--- src/rtl/cpu_bus_arbiter.sv ---
// CPU/DMA bus arbiter for the 8501: drives rdy/aec so the CPU is halted
// before the bus is handed over and owns the bus again before it resumes.
//
// Ports:
//   clk, reset   system clock, synchronous active-high reset
//   cyc_en       one-clk strobe per CPU cycle; all state advances on it
//   dma_req      level request from the DMA master
//   cpu_rw       CPU rw this cycle (1 = read), used only with fast grant
//   cpu_rdy      to CPU rdy (low = halt on next read)
//   cpu_aec      to CPU aec (low = CPU off the bus)
//   dma_grant    DMA master owns the bus this CPU cycle
//   busy         arbiter is not idle
//   dma_cycles   granted cycles in current/last burst, saturating
//
// Build option: define CPU_BUS_ARB_FAST_GRANT_EN to grant as soon as the
// CPU is seen halted on a read, instead of always waiting STALL_CYCLES.

module cpu_bus_arbiter #(
  parameter int unsigned STALL_CYCLES = 3,
  parameter int unsigned CNT_W        = 8
) (
  input  logic             clk,
  input  logic             reset,
  input  logic             cyc_en,
  input  logic             dma_req,
  input  logic             cpu_rw,
  output logic             cpu_rdy,
  output logic             cpu_aec,
  output logic             dma_grant,
  output logic             busy,
  output logic [CNT_W-1:0] dma_cycles
);

  typedef enum logic [1:0] {
    IDLE,
    STALL,
    DMA,
    RELEASE
  } state_t;

  localparam logic [2:0] CNT_INIT = 3'(STALL_CYCLES - 1);

  state_t           state;
  state_t           state_nx;
  logic [2:0]       cnt;
  logic [2:0]       cnt_nx;
  logic [CNT_W-1:0] cyc_nx;
  logic             fast;

`ifdef CPU_BUS_ARB_FAST_GRANT_EN
  // A read cycle seen while rdy is low means the CPU is already halted.
  assign fast = cpu_rw;
`else
  // cpu_rw has no effect in this build.
  assign fast = 1'b0 & cpu_rw;
`endif

  always_comb begin
    state_nx = state;
    cnt_nx   = cnt;
    cyc_nx   = dma_cycles;
    unique case (state)
      IDLE: begin
        if (dma_req) begin
          state_nx = STALL;
          cnt_nx   = CNT_INIT;
          cyc_nx   = '0;
        end
      end
      STALL: begin
        // Abort outranks both the count expiring and a fast grant.
        if (!dma_req) begin
          state_nx = IDLE;
        end else if (cnt == 3'd0 || fast) begin
          state_nx = DMA;
        end else begin
          cnt_nx = cnt - 3'd1;
        end
      end
      DMA: begin
        if (!(&dma_cycles)) begin
          cyc_nx = dma_cycles + 1'b1;
        end
        if (!dma_req) begin
          state_nx = RELEASE;
        end
      end
      RELEASE: begin
        // CPU is still halted here, so a new request skips the stall.
        if (dma_req) begin
          state_nx = DMA;
        end else begin
          state_nx = IDLE;
        end
      end
      default: state_nx = IDLE;
    endcase
  end

  // Pin outputs are registered copies decoded from the next state, so
  // aec can only fall once rdy is already low and rises before rdy does.
  always_ff @(posedge clk) begin
    if (reset) begin
      state      <= IDLE;
      cnt        <= 3'd0;
      dma_cycles <= '0;
      cpu_rdy    <= 1'b1;
      cpu_aec    <= 1'b1;
      dma_grant  <= 1'b0;
      busy       <= 1'b0;
    end else if (cyc_en) begin
      state      <= state_nx;
      cnt        <= cnt_nx;
      dma_cycles <= cyc_nx;
      cpu_rdy    <= (state_nx == IDLE);
      cpu_aec    <= (state_nx != DMA);
      dma_grant  <= (state_nx == DMA);
      busy       <= (state_nx != IDLE);
    end
  end

endmodule

--- config.mk ---
export PLATFORM = sky130hd
export DESIGN_NAME = cpu_bus_arbiter
export DESIGN_NICKNAME = d
export VERILOG_FILES = /design/src/rtl/cpu_bus_arbiter.sv
export SDC_FILE = /design/constraint.sdc
export NUM_CORES = 1
export LEC_CHECK = 0
export BUFFER_PORTS_ARGS = -buffer_cell sky130_fd_sc_hd__buf_2
export CAP_MARGIN = 20
export CORE_AREA = 2 2 53 55
export DETAILED_ROUTE_END_ITERATION = 8
export DIE_AREA = 0 0 55 57
export PLACE_DENSITY_LB_ADDON = 0.15
export SYNTH_ARGS = -nofsm -noshare
export SYNTH_HDL_FRONTEND = slang
export SYNTH_SLANG_ARGS = --single-unit
--- constraint.sdc ---
create_clock -name clk -period 2.54 [get_ports clk]
set_input_delay 0 -clock clk [delete_from_list [all_inputs] [get_ports clk]]
set_output_delay 0 -clock clk [all_outputs]
set_load 0.005 [all_outputs]
== Word level (Yosys, flattened, before mapping) ==
Index checks and enable logic that the tools add are counted.

* Bits in registers: 17
* Bits of input ports: 5
* Output and inout port bits: 12
* Word-level logic and storage cells: 40

* Add/sub/neg operators: 2
* Equality and inequality tests: 9
* Mux-type cells: 13
* Reductions and logical operators: 9

{| class="wikitable"
|+ Operators by type and width
! cell !! count
|-
| two-way mux 8 bit || 2
|-
| case mux 8 bit (2 select lines) || 1
|-
| two-way mux 2 bit || 5
|-
| inequality test 2 bit, second input constant || 5
|-
| two-way mux 3 bit || 3
|-
| adder 8 x 1 -> 8 bit, second input constant || 1
|-
| case mux 2 bit (4 select lines) || 1
|-
| AND reduction 8 bit || 1
|-
| equality test 2 bit, second input constant || 3
|-
| case mux 3 bit (2 select lines) || 1
|-
| nonzero test 2 bit || 3
|-
| AND reduction 5 bit || 1
|-
| logical NOT 2 bit || 2
|-
| AND reduction 4 bit || 1
|-
| logical NOT 3 bit || 1
|-
| subtractor 3 x 1 -> 3 bit, second input constant || 1
|-
| equality test 2 x 1 -> 1 bit, second input constant || 1
|}

== Longest topological paths before layout ==
* Word-level depth: 5
* Depth in mapped cells: 6
* Gate-level depth less buffers: 6

== Worst setup path after synthesis ==
Ideal clock, no wire load.

* Kind: flip-flop to flip-flop
* Start: register dma_cycles[0]
* End: register dma_cycles[4]
* Library setup time: 0.070 ns
* Data arrival time: 1.384 ns
* Required time: 2.470 ns
* Path slack: 1.086 ns
* Cell stages (with the launch flop): 7
* Buffers on the path: 1
* Period minus slack after synthesis: 1.454 ns
* Path through: dfxtp_1 ha_1 nand4_1 o211ai_2 buf_6 or3_1 a21oi_1

* Word-level cells in the longest chain between the ends: 3
* Elaborated cells on any way between the ends: 6
* Those cells by class: add/sub: 1; eq/ne: 1; mux: 2; reduce/logical: 2

{| class="wikitable"
|+ Ends and longest elaborated chain
! item !! RTL line !! RTL
|-
| from (decl) || 31 || <nowiki>output logic [CNT_W-1:0] dma_cycles</nowiki>
|-
| from (signal assigned) || 114 || <nowiki>dma_cycles <= cyc_nx;</nowiki>
|-
| adder 8 x 1 -> 8 bit or AND reduction 8 bit (tied branches) || 82, 81 ||
|-
| two-way mux 8 bit or inequality test 2 bit (tied branches) || - ||
|-
| case mux 8 bit (2 select lines) or AND reduction 4 bit (tied branches) || - ||
|}

Several ways; a longest one is shown, not always the timed one. The select of a mux whose other input is x is not followed.
A chain may end at the register's enable or synchronous reset.

== Worst setup path in the final report ==
* Start: register state[1]
* End: register dma_cycles[7]

* Word-level cells in the longest chain between the ends: 3
* Elaborated cells on any way between the ends: 7
* Those cells by class: eq/ne: 3; mux: 1; reduce/logical: 3

{| class="wikitable"
|+ Ends and longest elaborated chain
! item !! RTL line !! RTL
|-
| from (decl) || 43 || <nowiki>state_t state;</nowiki>
|-
| from (signal assigned) || 112 || <nowiki>state <= state_nx;</nowiki>
|-
| equality test 2 bit or logical NOT 2 bit (tied branches) || 62 || <nowiki>unique case (state)</nowiki>
|-
| inequality test 2 bit (no line) or nonzero test 2 bit (tied branches) || - ||
|-
| AND reduction 4 bit (no line) || - ||
|}

Several ways; a longest one is shown, not always the timed one.

==> results.py <==
metrics = {
    "layout": {
        "finalNonFillerCells": 138,
        "num-fill-cells": 293,
        "drive_gt1_share_pct": 22.43,
        "postLayoutCoreUtil_pct": 36.60,
        "area_growth_syn_to_layout_pct": 13.17,
        "fin_nets": 116,
        "num_antenna_cells": 0,
    },
    "detailed_routing": {
        "wl_um": 1682,
        "drtIter0Drc": 3,
        "vias": 709,
        "firstDrtPassIters": 4,
        "avgRoutedWirePerCell_um": 12.19,
        "viasPerCell": 5.138,
        "post-route-drc-count": 0,
        "ant_nets": 0,
    },
    "global_routing": {
        "grt-ovfl-total": 0,
        "grt_max_degree": 14,
        "grt_use_total_pct": 12.98,
        "grt_pass1_wl_um": 2973,
        "grt_antenna_before_repair": 0,
        "first_global_vias": 667,
    },
    "outcome": {
        "status": "finished, final reports clean",
    },
    "worst_setup_path": {
        "critPathKind": "register to register",
        "path_buf_inv": 0,
        "slowest_stage": "dfxtp_1",
        "slowest_delay_ps": 590,
        "cp.arrival_ps": 1970,
        "cp.required_ps": 2770,
        "cp_cell_sequence": "or2_2, o211ai_2, or4_1, a21oi_1",
        "start_kind": "register",
        "worstPathMaxFanout": 13,
        "cp_top_family": "simple AND/OR/NAND/NOR gates",
        "endpoint_kind": "register",
    },
    "clock_network": {
        "cts_hold_buf": 1,
        "cts_sinks": 17,
        "cts_resized": 0,
        "cts_setup_buffers": 0,
        "htreeDepth": 1,
        "cts_root_buf": "clkbuf_4",
        "cts_tree": "done",
        "cts_buffers": 3,
        "clkLatencyLatePin_ps": 290,
        "cts_buffer_depth": 2,
        "cts.clk_slew.worst_paths_ps": 100,
    },
    "floorplan": {
        "die_y_um": 57,
        "boundaryPins": 17,
        "dieArea_sq_um": 3135,
        "core_area_sq_um": 2615,
        "start_util_pct": 32.34,
        "die_w_um": 55,
        "rows": 19,
    },
    "logic_synthesis": {
        "synthTopCellsByCount": "dfxtp_1 (17), a21oi_1 (11), inv_1 (5)",
        "yosysUniqueCellTypes": 35,
        "synth-warning-count": 0,
        "synthCells": 92,
        "synth_area_leaders": "dfxtp_1 (40%), a21oi_1 (6.5%), ha_1 (4.4%)",
        "synth-main-ff-cell": "dfxtp_1",
        "syn-num-nets": 100,
        "synth_top_area_share_pct": 40.24,
        "seq_area_frac_synth_pct": 40.24,
        "syn_area_sq_um": 845.8,
        "synth_most_common_cell": "dfxtp_1",
        "synth_edf_count": 0,
        "synth-seq-cells": 17,
        "synth_largest_area_cell": "dfxtp_1",
        "async_flop_share_pct": 0,
        "avgSynthCellArea_sq_um": 9.194,
    },
    "timing": {
        "tightest_slew_ps": 703.0,
        "min_period_over_period_pct": 68.70,
        "clock_skew_ps": 5.802,
        "relSlewSlack_pct": 52.85,
        "fin_crit_ps": 1745,
        "slew_viol_final": 0,
        "worst_slack_ps": 795.1,
        "hold_viol": 0,
        "rsz0062_at_grt": "no",
        "fin_setup_tns_ps": 0,
        "fmax_mhz": 573.1,
        "finalSetupViolCount": 0,
    },
    "placed_design": {
        "pre_cts_slack_ps": 831.7,
        "dpl.cell_count": 133,
        "hpwl_um": 1180,
        "place_congestion": 0.7115,
        "portBuffers": 15,
    },
    "power_and_ir_drop": {
        "power_frac_clock_pct": 29.2,
        "swShare_pct": 26.72,
        "p_int_mw": 0.3721,
        "p_per_area_nw_per_um2": 530.6,
        "total_power_mw": 0.5079,
        "vdd_drop_max_v": 0.0003780,
        "p_leak_nw": 0.3743,
        "p_seq_share_pct": 57.3,
        "p_switching_mw": 0.1357,
        "power_frac_comb_pct": 13.5,
    },
    "worst_hold_path": {
        "min_path_type": "input pin to register",
    },
    "job": {
        "max-cap-violations": 0,
    },
}
## routing by layer
| metal | GRT usage, % | wire length [um] |
|---|---|---|
| met5 | 0 | 0 |
| met3 | 5.497 | 75 |
| met2 | 19.73 | 798 |
| met1 | 16.64 | 789 |
| met4 | 3.833 | 19 |
## power by group through the flow
stage	combinational, mW	clock, mW	sequential, mW
3_3_place_gp	0.0673	0	0.297
3_5_place_dp	0.0681	0	0.297
6_report	0.0683	0.149	0.291
5_1_grt	0.0792	0.169	0.294
4_1_cts	0.0694	0.156	0.291
2_1_floorplan	0.0617	0	0.290
## per-stage QoR
step                hold WS [ps]  cell area, sq um
floorplan                  186.4             845.8
global placement           291.2             920.9
detailed placement         291.6             920.9
CTS                        26.88             957.2
global route               34.06             957.2
finish                     29.51             957.2
## registers in the layout, summed over array words and instances, names as in the netlist
| register | count |
|---|---|
| dma_cycles | 8 |
| cnt | 3 |
| state | 2 |
| busy | 1 |
| cpu_aec | 1 |
| cpu_rdy | 1 |
| dma_grant | 1 |
## cell type report
| type | instances | area, sq um | share of cell area, % |
|---|---|---|---|
| Sequential cell | 17 | 340.3 | 35.56 |
| Clock buffer | 4 | 26.28 | 2.745 |
| Tap cell | 31 | 38.79 | 4.052 |
| Multi-Input combinational cell | 65 | 447.9 | 46.80 |
| Timing Repair Buffer | 16 | 85.08 | 8.889 |
| Inverter | 5 | 18.77 | 1.961 |
## placed cells by master, fill, tap and decap left out, types with 2 or more instances in the layout
cell type / instances
or2_2: 2
inv_1: 5
dfxtp_1: 17
o31ai_1: 3
ha_1: 3
nor2_1: 4
or3_1: 3
nand3_1: 3
nand2b_1: 3
buf_2: 15
clkbuf_4: 3
a21oi_1: 11
nand4_1: 2
o21ai_0: 4
nand2_1: 4
a311oi_1: 2
xnor2_1: 3
or4_1: 3
## worst reg2reg max path: cells and delay by family (launching register included)
kind            cells  cell delay, ps
simple gates        2             730
compound gates      2             360
flops               1             590
## cells by family (layout without fill, tap and decap cells)
group | Yosys count | in the layout | share of synthesized area [%]
simple gates | 31 | 31 | 23.07
fa+ha+maj | 3 | 3 | 4.438
compound gates | 27 | 27 | 21.30
xor+xnor | 4 | 4 | 4.143
flops | 17 | 17 | 40.24
buf+inv | 10 | 25 | 6.804
## final timing paths
check,from,to,slack [ps],cells past startpoint
max,state[1],dma_cycles[7],800,4
min,cyc_en,cpu_rdy,30,2
max reg2reg,state[1],dma_cycles[7],800,4
min reg2reg,cpu_rdy,cpu_rdy,460,2
Power figures use the tool's default switching activity.
